===== src/rtl/video_pkg.sv =====
// Shared video definitions: default frame geometry, Wishbone cycle-type
// codes and the pixel reader FSM state type.
package video_pkg;

    localparam int unsigned DEF_HDISP = 800;
    localparam int unsigned DEF_VDISP = 480;

    typedef enum logic [2:0] {
        CLASSIC = 3'b000,
        INCR    = 3'b010,
        END     = 3'b111
    } cti_t;

    typedef enum logic {
        IDLE = 1'b0,
        REQ  = 1'b1
    } reader_state_t;

endpackage


===== src/rtl/wshb_if.sv =====
// 32-bit Wishbone B4 bus bundle (byte addressing) with master/slave views.
interface wshb_if;

    logic [31:0] dat_ms;
    logic [31:0] dat_sm;
    logic [31:0] adr;
    logic        cyc;
    logic        stb;
    logic        we;
    logic [3:0]  sel;
    logic [2:0]  cti;
    logic [1:0]  bte;
    logic        ack;
    logic        err;
    logic        rty;

    modport master (
        output dat_ms, adr, cyc, stb, we, sel, cti, bte,
        input  dat_sm, ack, err, rty
    );

    modport slave (
        input  dat_ms, adr, cyc, stb, we, sel, cti, bte,
        output dat_sm, ack, err, rty
    );

endinterface


===== src/rtl/frame_addr_counter.sv =====
// Wrapping up-counter (0 .. MODULUS-1) with synchronous clear, a mark
// register that snapshots the current count, and rewind back to that mark.
// Ports:
//   clk_i, rst_i  clock, synchronous active-high reset
//   clr_i         clear count and mark to zero
//   inc_i         advance by one, wrapping MODULUS-1 -> 0
//   mark_i        remember the current count
//   rewind_i      reload the remembered count (wins over inc_i)
//   cnt_o         current count
module frame_addr_counter #(
    parameter int unsigned MODULUS = 8,
    parameter int unsigned WIDTH   = 3
) (
    input  logic             clk_i,
    input  logic             rst_i,
    input  logic             clr_i,
    input  logic             inc_i,
    input  logic             mark_i,
    input  logic             rewind_i,
    output logic [WIDTH-1:0] cnt_o
);

    logic [WIDTH-1:0] cnt_q, cnt_d;
    logic [WIDTH-1:0] mark_q, mark_d;

    always_comb begin
        cnt_d  = cnt_q;
        mark_d = mark_q;
        if (clr_i) begin
            cnt_d  = '0;
            mark_d = '0;
        end else begin
            if (rewind_i) begin
                cnt_d = mark_q;
            end else if (inc_i) begin
                cnt_d = (cnt_q == WIDTH'(MODULUS - 1)) ? '0 : cnt_q + 1'b1;
            end
            if (mark_i) begin
                mark_d = cnt_q;
            end
        end
    end

    always_ff @(posedge clk_i) begin
        if (rst_i) begin
            cnt_q  <= '0;
            mark_q <= '0;
        end else begin
            cnt_q  <= cnt_d;
            mark_q <= mark_d;
        end
    end

    assign cnt_o = cnt_q;

endmodule


===== src/rtl/wshb_pixel_reader.sv =====
// Wishbone read master that streams the frame buffer linearly from
// address 0 (wrapping forever) into the video FIFO write port.
// Ports:
//   sys_clk, sys_rst    system clock, synchronous active-high reset
//   wshb_ifm            Wishbone master to SDRAM (read-only, sel = 4'hF)
//   fifo_wdata          pixel word, valid while fifo_write is high
//   fifo_write          one-cycle write strobe, the cycle after each ack
//   fifo_wfull          FIFO full, start gate in the single-read build
//   fifo_walmost_full   fewer than BURST_LEN free slots, burst start gate
// Build option: define PIXEL_READER_BURST_EN for incrementing bursts of
// BURST_LEN beats; otherwise classic single reads are issued.
module wshb_pixel_reader
    import video_pkg::*;
#(
    parameter int unsigned HDISP     = DEF_HDISP,
    parameter int unsigned VDISP     = DEF_VDISP,
    parameter int unsigned BURST_LEN = 8
) (
    input  logic        sys_clk,
    input  logic        sys_rst,
    wshb_if.master      wshb_ifm,
    output logic [31:0] fifo_wdata,
    output logic        fifo_write,
    input  logic        fifo_wfull,
    input  logic        fifo_walmost_full
);

    localparam int unsigned FRAME_WORDS = HDISP * VDISP;
    localparam int unsigned PIX_W       = $clog2(FRAME_WORDS);

    reader_state_t  state_q, state_d;
    logic [PIX_W-1:0] pix_cnt;
    logic           in_req;
    logic           start;
    logic           bus_fail;
    logic           ack_ok;
    logic           last_beat;
    logic           fifo_write_q;
    logic [31:0]    fifo_wdata_q;

    assign in_req   = (state_q == REQ);
    // An ack that coincides with err/rty is treated as a failed beat.
    assign bus_fail = wshb_ifm.err | wshb_ifm.rty;
    assign ack_ok   = wshb_ifm.ack & ~bus_fail;

`ifdef PIXEL_READER_BURST_EN
    localparam int unsigned BEAT_W = (BURST_LEN > 1) ? $clog2(BURST_LEN) : 1;
    logic [BEAT_W-1:0] beat_cnt;

    assign start     = ~fifo_walmost_full;
    assign last_beat = (beat_cnt == BEAT_W'(BURST_LEN - 1));

    frame_addr_counter #(
        .MODULUS (BURST_LEN),
        .WIDTH   (BEAT_W)
    ) u_beat_cnt (
        .clk_i    (sys_clk),
        .rst_i    (sys_rst),
        .clr_i    ((~in_req & start) | (in_req & bus_fail)),
        .inc_i    (in_req & ack_ok),
        .mark_i   (1'b0),
        .rewind_i (1'b0),
        .cnt_o    (beat_cnt)
    );

    assign wshb_ifm.cti = in_req ? (last_beat ? END : INCR) : CLASSIC;
`else
    logic unused_almost_full;

    assign unused_almost_full = fifo_walmost_full;
    assign start              = ~fifo_wfull;
    assign last_beat          = 1'b1;
    assign wshb_ifm.cti       = CLASSIC;
`endif

    // Marking at request start lets a failed transfer (a whole burst in the
    // burst build) restart from its first word.
    frame_addr_counter #(
        .MODULUS (FRAME_WORDS),
        .WIDTH   (PIX_W)
    ) u_pix_cnt (
        .clk_i    (sys_clk),
        .rst_i    (sys_rst),
        .clr_i    (1'b0),
        .inc_i    (in_req & ack_ok),
        .mark_i   (~in_req & start),
        .rewind_i (in_req & bus_fail),
        .cnt_o    (pix_cnt)
    );

    always_comb begin
        state_d = state_q;
        case (state_q)
            IDLE: begin
                if (start) begin
                    state_d = REQ;
                end
            end
            REQ: begin
                if (bus_fail) begin
                    state_d = IDLE;
                end else if (wshb_ifm.ack && last_beat) begin
                    state_d = IDLE;
                end
            end
            default: state_d = IDLE;
        endcase
    end

    always_ff @(posedge sys_clk) begin
        if (sys_rst) begin
            state_q      <= IDLE;
            fifo_write_q <= 1'b0;
            fifo_wdata_q <= '0;
        end else begin
            state_q      <= state_d;
            fifo_write_q <= in_req & ack_ok;
            if (in_req && ack_ok) begin
                fifo_wdata_q <= wshb_ifm.dat_sm;
            end
        end
    end

    assign wshb_ifm.cyc    = in_req;
    assign wshb_ifm.stb    = in_req;
    assign wshb_ifm.we     = 1'b0;
    assign wshb_ifm.sel    = 4'hF;
    assign wshb_ifm.bte    = 2'b00;
    assign wshb_ifm.dat_ms = '0;
    assign wshb_ifm.adr    = 32'({pix_cnt, 2'b00});

    assign fifo_write = fifo_write_q;
    assign fifo_wdata = fifo_wdata_q;

endmodule


===== src/flat_wrapper.sv =====
// flat-port wrapper written by rule: the top's interface ports become plain ports
module wshb_pixel_reader_flat import video_pkg::*;
#(
    parameter int unsigned HDISP     = DEF_HDISP,
    parameter int unsigned VDISP     = DEF_VDISP,
    parameter int unsigned BURST_LEN = 8
)
  (sys_clk, sys_rst, fifo_wdata, fifo_write, fifo_wfull, fifo_walmost_full, wshb_ifm_dat_ms, wshb_ifm_adr, wshb_ifm_cyc, wshb_ifm_stb, wshb_ifm_we, wshb_ifm_sel, wshb_ifm_cti, wshb_ifm_bte, wshb_ifm_dat_sm, wshb_ifm_ack, wshb_ifm_err, wshb_ifm_rty);
  wshb_if wshb_ifm_i ();
  input  logic sys_clk;
  input  logic sys_rst;
  output logic [31:0] fifo_wdata;
  output logic fifo_write;
  input  logic fifo_wfull;
  input  logic fifo_walmost_full;
  output wire logic [$bits(wshb_ifm_i.dat_ms)-1:0] wshb_ifm_dat_ms;
  output wire logic [$bits(wshb_ifm_i.adr)-1:0] wshb_ifm_adr;
  output wire logic [$bits(wshb_ifm_i.cyc)-1:0] wshb_ifm_cyc;
  output wire logic [$bits(wshb_ifm_i.stb)-1:0] wshb_ifm_stb;
  output wire logic [$bits(wshb_ifm_i.we)-1:0] wshb_ifm_we;
  output wire logic [$bits(wshb_ifm_i.sel)-1:0] wshb_ifm_sel;
  output wire logic [$bits(wshb_ifm_i.cti)-1:0] wshb_ifm_cti;
  output wire logic [$bits(wshb_ifm_i.bte)-1:0] wshb_ifm_bte;
  input wire logic [$bits(wshb_ifm_i.dat_sm)-1:0] wshb_ifm_dat_sm;
  input wire logic [$bits(wshb_ifm_i.ack)-1:0] wshb_ifm_ack;
  input wire logic [$bits(wshb_ifm_i.err)-1:0] wshb_ifm_err;
  input wire logic [$bits(wshb_ifm_i.rty)-1:0] wshb_ifm_rty;
  assign wshb_ifm_dat_ms = wshb_ifm_i.dat_ms;
  assign wshb_ifm_adr = wshb_ifm_i.adr;
  assign wshb_ifm_cyc = wshb_ifm_i.cyc;
  assign wshb_ifm_stb = wshb_ifm_i.stb;
  assign wshb_ifm_we = wshb_ifm_i.we;
  assign wshb_ifm_sel = wshb_ifm_i.sel;
  assign wshb_ifm_cti = wshb_ifm_i.cti;
  assign wshb_ifm_bte = wshb_ifm_i.bte;
  assign wshb_ifm_i.dat_sm = wshb_ifm_dat_sm;
  assign wshb_ifm_i.ack = wshb_ifm_ack;
  assign wshb_ifm_i.err = wshb_ifm_err;
  assign wshb_ifm_i.rty = wshb_ifm_rty;
  wshb_pixel_reader #(.HDISP(HDISP), .VDISP(VDISP), .BURST_LEN(BURST_LEN)) u_core (.sys_clk(sys_clk), .sys_rst(sys_rst), .wshb_ifm(wshb_ifm_i), .fifo_wdata(fifo_wdata), .fifo_write(fifo_write), .fifo_wfull(fifo_wfull), .fifo_walmost_full(fifo_walmost_full));
endmodule

===== config.mk =====
export PLATFORM = sky130hd
export DESIGN_NAME = wshb_pixel_reader_flat
export DESIGN_NICKNAME = d
export VERILOG_FILES = /design/src/rtl/video_pkg.sv /design/src/rtl/wshb_if.sv /design/src/rtl/frame_addr_counter.sv /design/src/rtl/wshb_pixel_reader.sv /design/src/flat_wrapper.sv
export SDC_FILE = /design/constraint.sdc
export NUM_CORES = 1
export LEC_CHECK = 0
export CAP_MARGIN = 20
export CORE_ASPECT_RATIO = 0.8
export CORE_MARGIN = 2
export CORE_UTILIZATION = 27
export CTS_CLUSTER_DIAMETER = 100
export DETAILED_ROUTE_END_ITERATION = 6
export GPL_TIMING_DRIVEN = 0
export SLEW_MARGIN = 30
export SYNTH_ARGS = -nofsm -noshare
export SYNTH_HDL_FRONTEND = slang
export SYNTH_SLANG_ARGS = --single-unit

===== constraint.sdc =====
create_clock -name sys_clk -period 5.6 [get_ports sys_clk]
set_clock_uncertainty 0.2 [all_clocks]
set_input_delay 0.84 -clock sys_clk [delete_from_list [all_inputs] [get_ports sys_clk]]
set_output_delay 0.84 -clock sys_clk [all_outputs]
set_load 0.02 [all_outputs]

==> impl_metrics.csv, run 1 <==
group,metric,value,unit
route,drc,0,
layout,finalNetCount,639,
setup_path,reg2regPathDepth,6,
grt,grt_overflow,0,
setup_path,cp_num_cells,6,
setup_path,ff2ff_setup_slack,3.06,ns
timing,fmax,355,MHz
setup_path,max_stage_delay,0.66,ns
yosys,syn_area,3430,um2
route,vias,3431,
yosys,synth_common_cells,"nand2_1 (124), dfxtp_1 (72), a21oi_1 (67)",
layout,diodes,0,
route,avgViaCountPerCell,4.43,
clocking,cts_tree,"yes",
setup_path,crit_required,5.63,ns
layout,drive_above_1_share,0.133,
setup_path,cpLargestDelayFamily,"simple AND/OR/NAND/NOR gates",
yosys,synth-seq-cells,72,
clocking,cts_root_buf,"clkbuf_16",
setup_path,cp_num_buf_inv,1,
setup_path,start_kind,"input port",
setup_path,reg2reg_from,"u_core.u_pix_cnt.cnt_o[0]",
setup_path,critPathSlowestCell,"nor4_1",
floorplanning,die_area,13600,um2
timing,hold_ws,0.251,ns
yosys,synth_area_leaders,"dfxtp_1 (42%), nand2_1 (14%), buf_4 (12%)",
setup_path,r2r-end,"u_core.u_pix_cnt.cnt_o[1]",
yosys,netlist.area_leader.share,0.420,
pwr,leakagePower,1.88,nW
yosys,ys.flop_type,"dfxtp_1",
yosys,syn-mean-instance-area,7.71,um2
timing,setup-tns-final,0,ns
layout,final_cells,774,
yosys,synth_warnings,0,
grt,antenna_found_initial,0,
floorplanning,core-area,12300,um2
route,drt-total-wl,10300,um
placed_design,place.gp.congestion,0.869,
setup_path,crit_path_start,"wshb_ifm_err",
floorplanning,dieWidth,130,um
timing,setup_violations,0,
yosys,syn_inst,445,
clocking,clkTransAtPathRegs,0.06,ns
floorplanning,num_rows,36,
setup_path,path_class,"in2reg",
setup_path,cp_max_fo,5,
floorplanning,boundaryPins,148,
floorplanning,fp.dieH,105,um
setup_path,crit_end,"u_core.u_pix_cnt.cnt_o[12]",
yosys,seq_area_frac_synth,0.420,
status,status,"complete, no violations",
yosys,synth_top_cell_by_area,"dfxtp_1",
setup_path,crit_chain,"clkdlybuf4s50_1, nor3_1, nand2b_1, nor4_1, a31oi_1, o41ai_1",
setup_path,cp-end-kind,"register",
route,drtIter0Drc,238,
route,drt-wirelength-per-cell,13.3,um
grt,grt_pass1_wl,16700,um
grt,grt_max_degree,12,
clocking,clk_latency,0.33,ns
setup_path,crit_arrival,2.85,ns
grt,track_usage,0.155,
pwr,peakVddDrop,0.168,mV
route,ant_nets,0,
placed_design,hpwl,7580,um
clocking,clock_sinks,72,
yosys,synth_edf_count,0,
timing,worst_slew_pin_slew,0.746,ns
placed_design,place_ws,2.42,ns
clocking,numCtsBuffers,9,
clocking,htreeDepth,3,
timing,relSlewSlack,0.498,
flow_run,drv_cap,0,
route,drtPass1Iterations,4,
grt,grt_pass1_vias,3294,
pwr,report.power.total,1.31,mW
yosys,yosys.cell_types.count,49,
timing,min_period,2.81,ns
timing,setup_ws,2.79,ns
clocking,ctsHoldBuffers,0,
timing,report.final.slew_viol_count,0,
pwr,p_per_area,258,nW/um2
layout,area_growth,47.7,%
timing,finalHoldViolations,0,
clocking,cts_resized,0,
clocking,clock_path_buffers,2,
clocking,post_cts_buffers,0,
placed_design,io_buffers,90,
hold_path,hold_class,"reg2reg",
timing,fin_crit_sh,0.503,
yosys,async_reset_ff_frac,0,
timing,rsz0062_at_grt,"no",
floorplanning,start_util,0.279,
yosys,yosysMostFrequentCell,"nand2_1",
placed_design,dpl.cell_count,759,
==> through the flow <==
step	instance area, um2	utilization
after global placement	4740	0.386
after global routing	5070	0.412
after detailed placement	4740	0.386
final	5070	0.412
after floorplan	3630	-
after CTS	5070	0.412
==> layer usage <==
layer  vias to the layer above  global-route usage  wire, um
met5                         -                   0         0
met4                         0              0.0492       153
met3                        13              0.0471       803
met2                       141               0.235      4660
met1                      1564               0.211      4700
li1                       1713                   -         -
==> report_power, final <==
part / switching (mW) / internal, mW
clock: 0.209 / 0.411
sequential: 0.00782 / 0.520
combinational: 0.0903 / 0.0707
total: 0.308 / 1.00
==> registers in the layout, indices dropped and copies added (netlist names) <==
register	flops
u_core.u_pix_cnt.cnt_o	19
u_core.fifo_write	1
u_core.u_pix_cnt.mark_q	19
u_core.wshb_ifm.cyc	1
u_core.fifo_wdata	32
==> layout make-up <==
| cell class | instances | area (um2) |
|---|---|---|
| Buffer | 83 | 531 |
| Clock buffer | 12 | 256 |
| Sequential cell | 72 | 1440 |
| Multi-Input combinational cell | 341 | 1650 |
| Clock inverter | 3 | 65.1 |
| Fill cell | 1263 | 7230 |
| Inverter | 2 | 7.51 |
| Timing Repair Buffer | 90 | 901 |
| Tap cell | 171 | 214 |
==> worst reg2reg max path, stage by stage (launching register included) <==
cell      delay, ns
dfxtp_1        0.49
ha_1           0.30
nand2_1        0.15
nor3_1         0.51
a21oi_1        0.33
a222oi_1       0.36
nor2_1         0.07
==> worst min-delay path by stage <==
stage	slack [ns]	depth (start not counted)	to	start
after detailed placement	0.24	2	u_core.u_pix_cnt.cnt_o[5]	u_core.u_pix_cnt.mark_q[5]
final	0.25	2	u_core.u_pix_cnt.mark_q[0]	u_core.u_pix_cnt.mark_q[0]
after CTS	0.25	2	u_core.u_pix_cnt.mark_q[0]	u_core.u_pix_cnt.mark_q[0]
after global placement	0.24	2	u_core.u_pix_cnt.cnt_o[13]	u_core.u_pix_cnt.mark_q[13]
after floorplan	0.22	2	u_core.u_pix_cnt.cnt_o[13]	u_core.u_pix_cnt.mark_q[13]
after global routing	0.27	2	u_core.u_pix_cnt.mark_q[7]	u_core.u_pix_cnt.mark_q[7]
==> layout by cell type, fill, tap and decap left out, drive strengths merged, types with 3 or more instances in the layout <==
cell / Yosys / routed
clkdlybuf4s50: 0 / 90
o21ai: 7 / 7
conb: 2 / 55
nand2: 124 / 124
a22oi: 6 / 6
a21oi: 67 / 67
nor3: 6 / 6
clkbuf: 18 / 30
a31oi: 4 / 4
nor4: 7 / 7
o41ai: 4 / 4
nor2: 14 / 14
or2: 3 / 3
nand3: 9 / 9
nand4: 6 / 6
dfxtp: 72 / 72
buf: 65 / 65
==> cell families (layout without fill, tap and decap cells) <==
logic type                 Yosys count  count (layout)  synth area share
and+or+nand+nor                    183             183             0.243
AOI/OAI and AO/OA                   99              99             0.167
buffers and inverters               85             190             0.157
DFF                                 72              72             0.420
other                                2              55           0.00219
xor gates and xnor gates             2               2           0.00511
adders and majority gates            1               1           0.00365
muxes                                1               1           0.00292
Power figures use the tool's default switching activity.
==> run 2, diff against run 1 <==
Clock period 5.6 ns to 2.64 ns, I/O delays scaled along.
==> impl_metrics.csv, run 2 (synthesis gave the netlist of run 1 again) <==
group,metric,value,unit
placed_design,place.gp.congestion,0.869,
pwr,report.power.total,2.78,mW
timing,rsz0062_at_grt,"no",
route,drt-total-wl,10300,um
setup_path,path_class,"in2reg",
setup_path,cp_max_fo,10,
setup_path,crit_required,2.68,ns
setup_path,reg2regPathDepth,6,
placed_design,hpwl,7580,um
route,drc,0,
floorplanning,dieWidth,130,um
setup_path,r2r-end,"u_core.u_pix_cnt.cnt_o[17]",
pwr,combPwrFrac,0.123,
route,drtIter0Drc,263,
route,ant_nets,0,
timing,min_period,2.39,ns
setup_path,start_kind,"input port",
hold_path,holdPathStages,2,
placed_design,io_buffers,90,
status,status,"complete, no violations",
floorplanning,num_rows,36,
grt,grt_overflow,0,
timing,setup-tns-final,0,ns
route,drt-wirelength-per-cell,13.3,um
grt,grt_max_degree,12,
floorplanning,start_util,0.279,
timing,worst_slew_pin_slew,0.677,ns
route,avgViaCountPerCell,4.41,
layout,n_fill_cell,1263,
hold_path,min_to,"u_core.u_pix_cnt.mark_q[0]",
grt,antenna_found_initial,0,
layout,drive_above_1_share,0.134,
pwr,p_sw_frac,0.234,
timing,relSlewSlack,0.544,
hold_path,hold_path_startpoint,"u_core.u_pix_cnt.mark_q[0]",
layout,largest_reg_flops,32,
timing,setup_ws,0.255,ns
grt,track_usage,0.155,
setup_path,cp-end-kind,"register",
layout,diodes,0,
floorplanning,core-area,12300,um2
clocking,numCtsBuffers,9,
timing,fmax,419,MHz
layout,area_growth,47.8,%
clocking,clock_path_buffers,2,
pwr,p_sw,0.650,mW
floorplanning,die_area,13600,um2
timing,fin_crit_sh,0.904,
pwr,pwr-share-seq,0.403,
clocking,htreeDepth,3,
pwr,peakVddDrop,0.356,mV
grt,grt_pass1_wl,16700,um
timing,setup_violations,0,
setup_path,ff2ff_setup_slack,0.33,ns
pwr,leakagePower,1.88,nW
layout,final_common_cell,"nand2_1",
layout,seqCellArea,1440,um2
floorplanning,boundaryPins,148,
grt,grt_pass1_vias,3294,
timing,finalHoldViolations,0,
setup_path,reg2reg_from,"u_core.wshb_ifm.cyc",
clocking,cts_tree,"yes",
layout,finalNetCount,639,
timing,report.final.slew_viol_count,0,
clocking,clkTransAtPathRegs,0.05,ns
pwr,cellInternalPower,2.12,mW
clocking,clk_latency,0.33,ns
pwr,p_per_area,547,nW/um2
timing,hold_ws,0.251,ns
hold_path,hold_class,"reg2reg",
route,drtPass1Iterations,4,
clocking,cts_root_buf,"clkbuf_16",
clocking,clock_sinks,72,
flow_run,drv_cap,0,
route,vias,3415,
floorplanning,fp.dieH,105,um
pwr,clock_power_share,0.474,
layout,layout_common_cells,"nand2_1 (124), clkdlybuf4s50_1 (90), dfxtp_1 (72), a21oi_1 (67), buf_4 (56)",
layout,multi_input_area,1660,um2
setup_path,crit_arrival,2.43,ns
placed_design,place_ws,-0.0918,ns
[run 2: layout make-up]
| class | count | share of cell area |
|---|---|---|
| clock inverter | 3 | 0.0128 |
| buffer | 83 | 0.105 |
| tap | 171 | 0.0422 |
| multi-input combinational | 341 | 0.326 |
| sequential | 72 | 0.284 |
| timing repair buffer | 90 | 0.178 |
| clock buffer | 12 | 0.0506 |
| inverter | 2 | 0.00148 |
[run 2: stage by stage]
stage	util	instance area, um2	std cells
3_3_place_gp	0.386	4740	759
4_1_cts	0.412	5070	774
6_report	0.412	5070	774
2_1_floorplan	-	3630	498
3_5_place_dp	0.386	4740	759
5_1_grt	0.412	5070	774
[run 2: worst max-delay path by stage]
| stage | slack (ns) | start | to |
|---|---|---|---|
| floorplan | 0.57 | u_core.u_pix_cnt.cnt_o[0] | u_core.u_pix_cnt.cnt_o[1] |
| global placement | -0.06 | wshb_ifm_ack | u_core.u_pix_cnt.cnt_o[17] |
| detailed placement | -0.09 | wshb_ifm_ack | u_core.u_pix_cnt.cnt_o[17] |
| CTS | 0.15 | u_core.u_pix_cnt.cnt_o[0] | u_core.u_pix_cnt.cnt_o[1] |
| global route | 0.08 | wshb_ifm_err | u_core.fifo_wdata[28] |
| finish | 0.25 | wshb_ifm_ack | u_core.u_pix_cnt.cnt_o[17] |
[run 2: power by group through the flow]
stage | sequential [mW] | clock, mW | combinational (mW)
after global routing | 1.12 | 1.39 | 0.369
after floorplan | 1.15 | 0 | 0.206
after global placement | 1.14 | 0 | 0.336
after CTS | 1.12 | 1.35 | 0.340
after detailed placement | 1.14 | 0 | 0.339
final | 1.12 | 1.31 | 0.342
[run 2: worst max-delay path: stages]
cell and delay (ns):
clkdlybuf4s50_1 0.51, nor4bb_1 0.28, clkbuf_1 0.47, nand2_1 0.12, nor4_2 0.30, xnor2_1 0.13
a211oi_2 0.22
[run 2: metal layers]
metal | vias to the layer above | wire length, um | global-route usage | share of wire
met5 | - | 0 | 0 | 0
met4 | 0 | 140 | 0.0492 | 0.014
met3 | 11 | 853 | 0.0471 | 0.083
met2 | 138 | 4680 | 0.235 | 0.45
met1 | 1551 | 4640 | 0.211 | 0.45
li1 | 1715 | - | - | -
[run 2: timing repair]
action / CTS / global route
endpoints found under the hold margin: 0 / 0
endpoints found under the setup margin: 0 / 1
resized for setup: 0 / 1
buffers inserted: 0 / 0
hold buffers: 0 / 0
==> run 3, diff against run 2 <==
Settings changed: RECOVER_POWER set to 100.
==> impl_metrics.csv, run 3 (synthesis gave the netlist of run 1 again) <==
group,metric,value,unit
hold_path,min_to,"u_core.u_pix_cnt.mark_q[0]",
timing,relSlewSlack,0.539,
setup_path,cp_max_fo,10,
timing,finalHoldViolations,0,
setup_path,crit_arrival,2.49,ns
timing,fin_crit_sh,0.927,
hold_path,hold_path_startpoint,"u_core.u_pix_cnt.mark_q[0]",
timing,setup-tns-final,0,ns
clocking,clkTransAtPathRegs,0.06,ns
pwr,peakVddDrop,0.357,mV
floorplanning,fp.dieH,105,um
timing,report.final.slew_viol_count,0,
route,avgViaCountPerCell,4.43,
clocking,cts_root_buf,"clkbuf_16",
clocking,clock_sinks,72,
timing,fmax,408,MHz
route,drtPass1Iterations,5,
timing,hold_ws,0.250,ns
clocking,cts_resized,0,
setup_path,critPathSlowestCell,"dlygate4sd3_1",
timing,setup_violations,0,
route,ant_nets,0,
floorplanning,core-area,12300,um2
grt,grt_overflow,0,
clocking,htreeDepth,3,
route,drc,0,
grt,antenna_found_initial,0,
layout,final_cells,774,
floorplanning,start_util,0.279,
placed_design,dpl.cell_count,759,
placed_design,place.gp.congestion,0.869,
clocking,numCtsBuffers,9,
timing,worst_slew_pin_slew,0.686,ns
pwr,p_per_area,547,nW/um2
hold_path,holdPathStages,2,
grt,track_usage,0.155,
setup_path,r2r-end,"u_core.u_pix_cnt.cnt_o[17]",
floorplanning,boundaryPins,148,
floorplanning,num_rows,36,
placed_design,io_buffers,90,
route,drt-wirelength-per-cell,13.2,um
setup_path,path_class,"in2reg",
clocking,clk_latency,0.33,ns
layout,diodes,0,
route,drtIter0Drc,194,
route,drt-total-wl,10300,um
pwr,report.power.total,2.77,mW
clocking,ctsHoldBuffers,0,
layout,layout_common_cells,"nand2_1 (124), dfxtp_1 (72), a21oi_1 (67), buf_4 (56)",
grt,grt_max_degree,12,
flow_run,drv_cap,0,
clocking,clock_path_buffers,2,
grt,grt_pass1_wl,16700,um
status,status,"complete, no violations",
layout,largest_reg_flops,32,
setup_path,start_kind,"input port",
layout,drive_above_1_share,0.134,
hold_path,hold_class,"reg2reg",
route,vias,3431,
layout,finalNetCount,639,
setup_path,reg2reg_from,"u_core.wshb_ifm.cyc",
setup_path,max_stage_delay,0.58,ns
placed_design,hpwl,7580,um
timing,min_period,2.45,ns
grt,grt_pass1_vias,3294,
clocking,post_cts_buffers,0,
timing,rsz0062_at_grt,"no",
setup_path,reg2regPathDepth,6,
floorplanning,die_area,13600,um2
setup_path,cp-end-kind,"register",
setup_path,crit_chain,"dlygate4sd3_1, nor4bb_1, clkbuf_1, nand2_1, nor4_2, xnor2_1, a211oi_2",
layout,final_common_cell,"nand2_1",
layout,area_growth,47.8,%
pwr,leakagePower,2.06,nW
setup_path,crit_required,2.68,ns
setup_path,ff2ff_setup_slack,0.35,ns
clocking,cts_tree,"yes",
floorplanning,dieWidth,130,um
==> run 3: cell count changes in the layout (fill, tap and decap cells not counted), sizes merged <==
| cell | delta |
|---|---|
| buf | -6 |
| dlygate4sd3 | +55 |
| clkbuf | +6 |
| clkdlybuf4s50 | -55 |
==> run 3: metrics by stage <==
| step | util | setup slack [ns] | area (um2) |
|---|---|---|---|
| after detailed placement | 0.386 | -0.0918 | 4740 |
| after floorplan | - | 0.571 | 3630 |
| after CTS | 0.412 | 0.151 | 5070 |
| final | 0.412 | 0.192 | 5070 |
| after global placement | 0.386 | -0.0586 | 4740 |
| after global routing | 0.412 | 0.0434 | 5070 |
==> run 3: worst max-delay path: cells and delay by family <==
kind            cells  cell delay, ns
buf+inv             2            1.04
xor+xnor            1            0.13
compound gates      1            0.22
simple gates        3            0.71
==> run 3: area by class of cell <==
cell class,count,area (um2)
Inverter,2,7.51
Clock inverter,3,65.1
Tap cell,171,214
Clock buffer,12,256
Sequential cell,72,1440
Multi-Input combinational cell,341,1660
Timing Repair Buffer,90,901
Fill cell,1263,7230
Buffer,83,531
==> run 3: metal layers <==
metal  vias up  part of all wire  track usage
li1       1713                 -            -
met5         -                 0            0
met4         0             0.014       0.0492
met1      1566              0.45        0.211
met2       141              0.45        0.235
met3        11             0.081       0.0471
==> run 3: where the power goes <==
part / switching, mW / leakage, nW / internal (mW)
sequential: 0.0156 / 0.582 / 1.10
clock: 0.446 / 0.159 / 0.872
combinational: 0.192 / 1.32 / 0.145
==> run 3: worst max-delay path by stage <==
stage                              start                         end  slack, ns  cells after the start
2_1_floorplan  u_core.u_pix_cnt.cnt_o[0]   u_core.u_pix_cnt.cnt_o[1]       0.57                      6
3_3_place_gp                wshb_ifm_ack  u_core.u_pix_cnt.cnt_o[17]      -0.06                      7
3_5_place_dp                wshb_ifm_ack  u_core.u_pix_cnt.cnt_o[17]      -0.09                      7
4_1_cts        u_core.u_pix_cnt.cnt_o[0]   u_core.u_pix_cnt.cnt_o[1]       0.15                      6
5_1_grt                     wshb_ifm_ack  u_core.u_pix_cnt.cnt_o[17]       0.04                      7
6_report                    wshb_ifm_ack  u_core.u_pix_cnt.cnt_o[17]       0.19                      7
